## config.mk

```make
export PLATFORM = sky130hd
export DESIGN_NAME = sync_fifo_thr
export DESIGN_NICKNAME = d
export VERILOG_FILES = /design/src/rtl/sync_fifo_thr.sv
export SDC_FILE = /design/constraint.sdc
export NUM_CORES = 2
export LEC_CHECK = 0
export CORE_MARGIN = 10
export CORE_UTILIZATION = 50
export DETAILED_ROUTE_END_ITERATION = 6
export PLACE_DENSITY = 0.69
export SLEW_MARGIN = 15
export SYNTH_ARGS = -nofsm -noshare
export SYNTH_HDL_FRONTEND = slang
export SYNTH_SLANG_ARGS = --single-unit
```

## constraint.sdc

```tcl
create_clock -name clk -period 3.25 [get_ports clk]
set_input_delay 0.325 -clock clk [delete_from_list [all_inputs] [get_ports clk]]
set_output_delay 0.325 -clock clk [all_outputs]
set_load 0.03 [all_outputs]
```

## src/rtl/sync_fifo_thr.sv

```systemverilog
// Single-clock FIFO with programmable almost-full/almost-empty thresholds, occupancy count,
// sticky overflow/underflow flags and a selectable first-word-fall-through read mode.
module sync_fifo_thr #(
  parameter int Data_Width = 8,
  parameter int Depth      = 256,
  parameter int Addr_Width = 8,
  parameter int AF_Thr     = Depth - 4,
  parameter int AE_Thr     = 4,
  parameter bit FWFT       = 1'b0
) (
  input  logic                  clk,
  input  logic                  rst,
  input  logic                  wr_en,
  input  logic [Data_Width-1:0] data_in,
  input  logic                  rd_en,
  input  logic                  err_clr,
  output logic [Data_Width-1:0] data_out,
  output logic                  rd_valid,
  output logic                  full,
  output logic                  empty,
  output logic                  almost_full,
  output logic                  almost_empty,
  output logic [Addr_Width:0]   count,
  output logic                  overflow,
  output logic                  underflow
);

  localparam int PW = Addr_Width + 1;
  localparam logic [PW-1:0] AfThrC = PW'(AF_Thr);
  localparam logic [PW-1:0] AeThrC = PW'(AE_Thr);

  logic [Data_Width-1:0] mem_q [Depth];
  logic [PW-1:0]         wr_ptr_q, wr_ptr_d, rd_ptr_q, rd_ptr_d;
  logic [PW-1:0]         count_q, count_d, occ_old_s;
  logic [Data_Width-1:0] data_out_q;
  logic                  rd_valid_q, full_q, empty_q, almost_full_q, almost_empty_q;
  logic                  overflow_q, underflow_q;
  logic                  rd_ok_s, rd_acc_s, wr_acc_s, ovf_evt_s, unf_evt_s;

  // In FWFT mode a pop needs a presented head; a word written into an empty FIFO
  // is not yet presented in the cycle after its write.
  assign rd_ok_s   = FWFT ? rd_valid_q : !empty_q;
  assign rd_acc_s  = !rst && rd_en && rd_ok_s;
  assign wr_acc_s  = !rst && wr_en && (!full_q || rd_acc_s);
  assign ovf_evt_s = !rst && wr_en && full_q && !rd_acc_s;
  assign unf_evt_s = !rst && rd_en && !rd_ok_s;

  assign wr_ptr_d  = wr_ptr_q + {{Addr_Width{1'b0}}, wr_acc_s};
  assign rd_ptr_d  = rd_ptr_q + {{Addr_Width{1'b0}}, rd_acc_s};
  assign count_d   = wr_ptr_d - rd_ptr_d;
  // Entries already in storage before this edge's write, after this edge's pop.
  assign occ_old_s = count_q - {{Addr_Width{1'b0}}, rd_acc_s};

  // Storage array write port; contents are not cleared by reset.
  always_ff @(posedge clk) begin
    if (wr_acc_s) begin
      mem_q[wr_ptr_q[Addr_Width-1:0]] <= data_in;
    end
  end

  // Pointers, registered flags, read output stage and sticky error flags.
  always_ff @(posedge clk) begin
    if (rst) begin
      wr_ptr_q       <= {PW{1'b0}};
      rd_ptr_q       <= {PW{1'b0}};
      count_q        <= {PW{1'b0}};
      full_q         <= 1'b0;
      empty_q        <= 1'b1;
      almost_full_q  <= 1'b0;
      almost_empty_q <= 1'b1;
      data_out_q     <= {Data_Width{1'b0}};
      rd_valid_q     <= 1'b0;
      overflow_q     <= 1'b0;
      underflow_q    <= 1'b0;
    end else begin
      wr_ptr_q       <= wr_ptr_d;
      rd_ptr_q       <= rd_ptr_d;
      count_q        <= count_d;
      full_q         <= (wr_ptr_d[Addr_Width] != rd_ptr_d[Addr_Width]) &&
                        (wr_ptr_d[Addr_Width-1:0] == rd_ptr_d[Addr_Width-1:0]);
      empty_q        <= (wr_ptr_d == rd_ptr_d);
      almost_full_q  <= (count_d >= AfThrC);
      almost_empty_q <= (count_d <= AeThrC);
      overflow_q     <= ovf_evt_s || (overflow_q && !err_clr);
      underflow_q    <= unf_evt_s || (underflow_q && !err_clr);
      if (FWFT) begin
        data_out_q <= mem_q[rd_ptr_d[Addr_Width-1:0]];
        rd_valid_q <= (occ_old_s != {PW{1'b0}});
      end else begin
        if (rd_acc_s) begin
          data_out_q <= mem_q[rd_ptr_q[Addr_Width-1:0]];
        end else begin
          data_out_q <= data_out_q;
        end
        rd_valid_q <= rd_acc_s;
      end
    end
  end

  assign data_out     = data_out_q;
  assign rd_valid     = rd_valid_q;
  assign full         = full_q;
  assign empty        = empty_q;
  assign almost_full  = almost_full_q;
  assign almost_empty = almost_empty_q;
  assign count        = count_q;
  assign overflow     = overflow_q;
  assign underflow    = underflow_q;

endmodule

```

## Word-level counts from Yosys, hierarchy flattened

Memories as Yosys holds them, arrays and structs flattened. A register that Yosys moved wholly into a read port is not among the register bits.
Cells that the tools add are included.

| storage, ports and cells | value |
|---|---|
| word-level logic and storage cells | 39 |
| flip-flop bits (word level) | 34 |
| bits in latches | 0 |
| memories | 1 |
| RAM bits | 2048 |
| memory bits (read-only) | 0 |
| output and inout bits | 24 |

Memory list:

| name | words | bits a word | rd ports | clocked after memory_dff | write ports | line | source |
|---|---|---|---|---|---|---|---|
| mem_q | 256 | 8 | 1 | 1 | 1 | 32 | `logic [Data_Width-1:0] mem_q [Depth];` |

| operators by class | value |
|---|---|
| muxes and demuxes | 2 |
| add/subtract/negate cells | 3 |
| bitwise operators | 0 |
| divide/modulo/power cells | 0 |
| shifts and indexed selects | 0 |
| order comparisons | 2 |
| reductions and logical operators | 18 |
| equal/unequal tests | 3 |
| multiply operators | 0 |

Operators with widths:

| kind | count |
|---|---|
| adder 9 x 1 -> 9 bit | 2 |
| logical AND 1 bit | 10 |
| equality test 9 bit | 1 |
| greater-or-equal comparator 9 x 8 -> 1 bit (second input constant) | 1 |
| <= comparator 9 x 3 -> 1 bit (second input constant) | 1 |
| subtractor 9 bit | 1 |
| equality test 8 bit | 1 |
| logical NOT 1 bit | 5 |
| logical OR 1 bit | 3 |
| 2-to-1 mux 1 bit | 2 |
| != test 1 bit | 1 |

## Logic depth before layout (Yosys ltp)

| logic depth | value |
|---|---|
| depth after elaboration | 8 |
| gate-level depth with buffers | 18 |

## Least setup slack after synthesis

Ideal clock, no wire load.

| path | value |
|---|---|
| kind | in2reg |
| start | input rst |
| end | register almost_full_q (netlist: almost_full) |
| library setup time | 0.136 ns |
| stages | 18 |
| path buffers | 1 |
| data arrival time | 3.219 ns |
| setup slack | -0.105 ns |
| cells stage by stage | clkbuf_1 nand3b_1 nand2_1 nand3b_1 inv_1 ha_1 ha_1 nand3_1 xor2_1 inv_1 ha_1 a31o_2 a41o_1 a21oi_1 o21bai_1 a21oi_1 xor2_1 o32ai_1 |

| between the ends | value |
|---|---|
| word-level cells in the longest chain between the ends | 8 |

RTL lines:

| item | line | source |
|---|---|---|
| start, declared | 12 | `input logic rst,` |
| logical NOT 1 bit | 43, 44 |  |
| logical AND 1 bit (2 in a row) | 43 | `assign rd_acc_s = !rst && rd_en && rd_ok_s;` |
| logical OR 1 bit | 44 | `assign wr_acc_s = !rst && wr_en && (!full_q \|\| rd_acc_s);` |
| logical AND 1 bit | 44 |  |
| adder 9 x 1 -> 9 bit | 48 | `assign wr_ptr_d = wr_ptr_q + {{Addr_Width{1'b0}}, wr_acc_s};` |
| subtractor 9 bit | 50 | `assign count_d = wr_ptr_d - rd_ptr_d;` |
| greater-or-equal comparator 9 x 8 -> 1 bit | 82 | `almost_full_q <= (count_d >= AfThrC);` |
| end signal, assigned | 82 |  |
| end, declared | 36 | `logic rd_valid_q, full_q, empty_q, almost_full_q, almost_empty_q;` |

Several ways; a longest one is shown, not always the timed one.
A chain may end at the register's enable or synchronous reset.

==> flow_summary.toml <==
[route]
first_pass_iters = 5
totalWireLength_um = 202000
initialDrtViolationCount = 5174
wl_per_cell_um = 28.9
route.antenna.remaining_nets = 0
post_drt_via_cell_ratio = 6.09
drc = 0
vias = 42499

[sta]
worst_slew_pin_slew_ps = 1120
max_freq_ghz = 0.319
fin_crit_sh = 0.964
finalCriticalPeriod_ps = 3130
finalMaxSlewViolations = 0
setup_viol = 0
hold_slack_ps = 31.5
slew_headroom = 0.251
hold_violations = 0
grt_setup_unrepaired = "true"
fin_worst_skew_ps = 61.1

[finish]
drive_gt1_frac = 0.270
num-fill-cells = 11838
nets = 4655
seqCellArea_um2 = 62400
multi_input_area_um2 = 18100
syn2layout_area_growth_pct = 16.0

[logic_synthesis]
ys_seq_area_frac = 0.763
syn_inst = 4089
syn-cell-area_um2 = 81700
synth_area_per_cell_um2 = 20.0
ys_types = 61
synth_seq_cells = 2090
synthArstFlopShare = 0
synth_nets = 4117
yosysWarnings = 0
ys.flop_type = "edfxtp_1"
synth-edff-count = 2048

[floorplan]
coreArea_um2 = 163000
die_y_um = 424
die_x_um = 424
num_rows = 148
initial_utilization = 0.503
die_area_um2 = 180000
ioPinCount = 37

[clocking]
numCtsBuffers = 201
htreeDepth = 4
cts_tree = "yes"
cts_max_path_buffers = 3
clockRootBuffer = "clkbuf_16"
clk_latency_ps = 860
clk_pin_slew_ps = 60
cts_sinks = 2090

[global_routing]
antenna_found_initial = 7
first_global_vias = 42798
grt_max_degree = 117
grt_usage = 0.222
grt_pass1_wl_um = 295000
globalRoute.totalOverflow = 0

[outcome]
status = "finished clean"

[run]
max_cap_viol_count = 0

[pwr]
p_leak_uw = 0.0295
pwr-share-comb = 0.035
clkPwrFrac = 0.419
vdd_drop_max_mv = 0.538
swShare = 0.207
seqPwrFrac = 0.546
p_per_area_nw_per_um2 = 572
power_uw = 54300
p_sw_uw = 11200
internal_power_uw = 43000

[worst_setup_path]
path_max_fanout = 34
arrival_ps = 3850
critPathKind = "flip-flop to flip-flop"
startpoint_type = "flip-flop"
cp.required_ps = 3970
worstSetupEndpointType = "flip-flop"

[placement]
place_congestion = 0.865
portBuffers = 36
post-dp-hpwl_um = 128000

[worst_hold_path]
hp-class = "input pin to flip-flop"
## through the flow
step	setup TNS (ps)	setup slack, ps	instance area [um2]	instances	utilization
2_1_floorplan	0	25.4	81800	4089	-
3_3_place_gp	-2780	-541	88200	6593	0.543
3_5_place_dp	-2540	-515	88200	6593	0.543
4_1_cts	0	31.9	94700	6971	0.583
5_1_grt	-61.5	-46.2	94800	6972	0.583
6_report	0	118	94900	6973	0.583
## cell usage after synthesis (42+ instances only)
cell type	number	area share
edfxtp_1	2048	0.75
mux4_2	410	0.11
nor2_1	304	0.014
mux2i_1	279	0.034
nand2_1	120	0.0055
o221ai_1	118	0.013
clkbuf_1	114	0.0052
a21oi_1	94	0.0058
nor3_1	62	0.0038
buf_6	47	0.0065
buf_2	46	0.0028
o21ai_0	45	0.0028
dfxtp_1	42	0.010
nand3_1	42	0.0026
o22ai_1	42	0.0032
## path summary, 6_finish.rpt
| kind | to | cells past startpoint | startpoint | slack [ps] |
|---|---|---|---|---|
| min reg2reg | overflow$_SDFF_PP0_ | 2 | overflow$_SDFF_PP0_ | 490 |
| max reg2reg | data_out[1]$_SDFFE_PP0P_ | 8 | rd_ptr_q[1]$_SDFF_PP0_ | 120 |
| max | data_out[1]$_SDFFE_PP0P_ | 8 | rd_ptr_q[1]$_SDFF_PP0_ | 120 |
| min | mem_q[142][7]$_DFFE_PP_ | 1 | data_in[7] | 30 |
## kinds of logic after synthesis
group,after synthesis,synth area share
XOR/XNOR,26,0.00279
multiplexers,701,0.149
adder cells (fa/ha/maj),15,0.00239
flip-flops,2090,0.763
AO/OA/AOI/OAI,389,0.0331
buffers and inverters,263,0.0183
AND/OR/NAND/NOR,605,0.0321
## power groups by stage
stage               sequential (uW)  combinational (uW)  clock [uW]
finish                        29600                1930       22700
global route                  29600                2050       24100
CTS                           29600                1940       23100
detailed placement            30200                1930           0
global placement              30200                1890           0
floorplan                     30200                 994           0
## routing by layer
layer	global-route usage	wire, um	up-vias
met3	0.0462	19000	343
met2	0.358	98400	2078
met4	0.0719	6560	4
met1	0.306	77600	22160
met5	0	26	-
li1	-	-	17914
## cell type report
type / count / share of cell area
clock inverter: 107 / 0.0118
multi-input combinational: 1736 / 0.191
tap: 2175 / 0.0287
antenna: 1 / 0.0000264
sequential: 2090 / 0.657
timing repair buffer: 580 / 0.0542
clock buffer: 266 / 0.0562
inverter: 18 / 0.000765
## cell usage in the layout, fill, tap and decap left out, types with 9 or more instances in the layout
cell type,count
nand3_1,41
mux2_2,12
clkdlybuf4s50_1,28
o31ai_1,13
nand2_1,102
buf_4,487
nor2b_1,17
o22ai_1,42
nor4_1,9
clkinv_16,9
nor3_1,62
nand4_1,10
inv_1,12
o21ai_0,45
xnor2_1,12
edfxtp_1,2048
nand2_2,16
buf_12,52
bufinv_16,13
ha_1,10
nor2_1,304
o221ai_1,118
clkbuf_1,59
a21oi_1,91
clkinv_1,45
clkinv_2,30
and2_1,15
mux4_2,410
mux2i_1,279
clkbuf_16,201
dfxtp_1,36
## critical path: stages, from the launching register on
cell,delay [ps]
dfxtp_4,620
buf_4,520
mux4_2,400
and2_1,170
o32ai_1,450
o21ai_0,240
a221oi_1,280
buf_4,190
a32oi_1,60
## registers in the layout (all words and copies together) (netlist names)
register      cells
rd_valid          1
wr_ptr_q          9
underflow         1
overflow          1
full              1
rd_ptr_q          9
mem_q          2048
empty             1
data_out          8
count             9
almost_full       1
almost_empty      1
## repair_timing
| action | in CTS | in global routing |
|---|---|---|
| pin swaps | 1 | 6 |
| gates resized for setup | 2 | 19 |
| buffers inserted | 0 | 2 |
| endpoints found under the setup margin | 2 | 7 |
| hold buffers | 5 | 0 |
| hold endpoints to repair | 211 | 0 |
No activity file was read; power rests on OpenSTA's default activity.
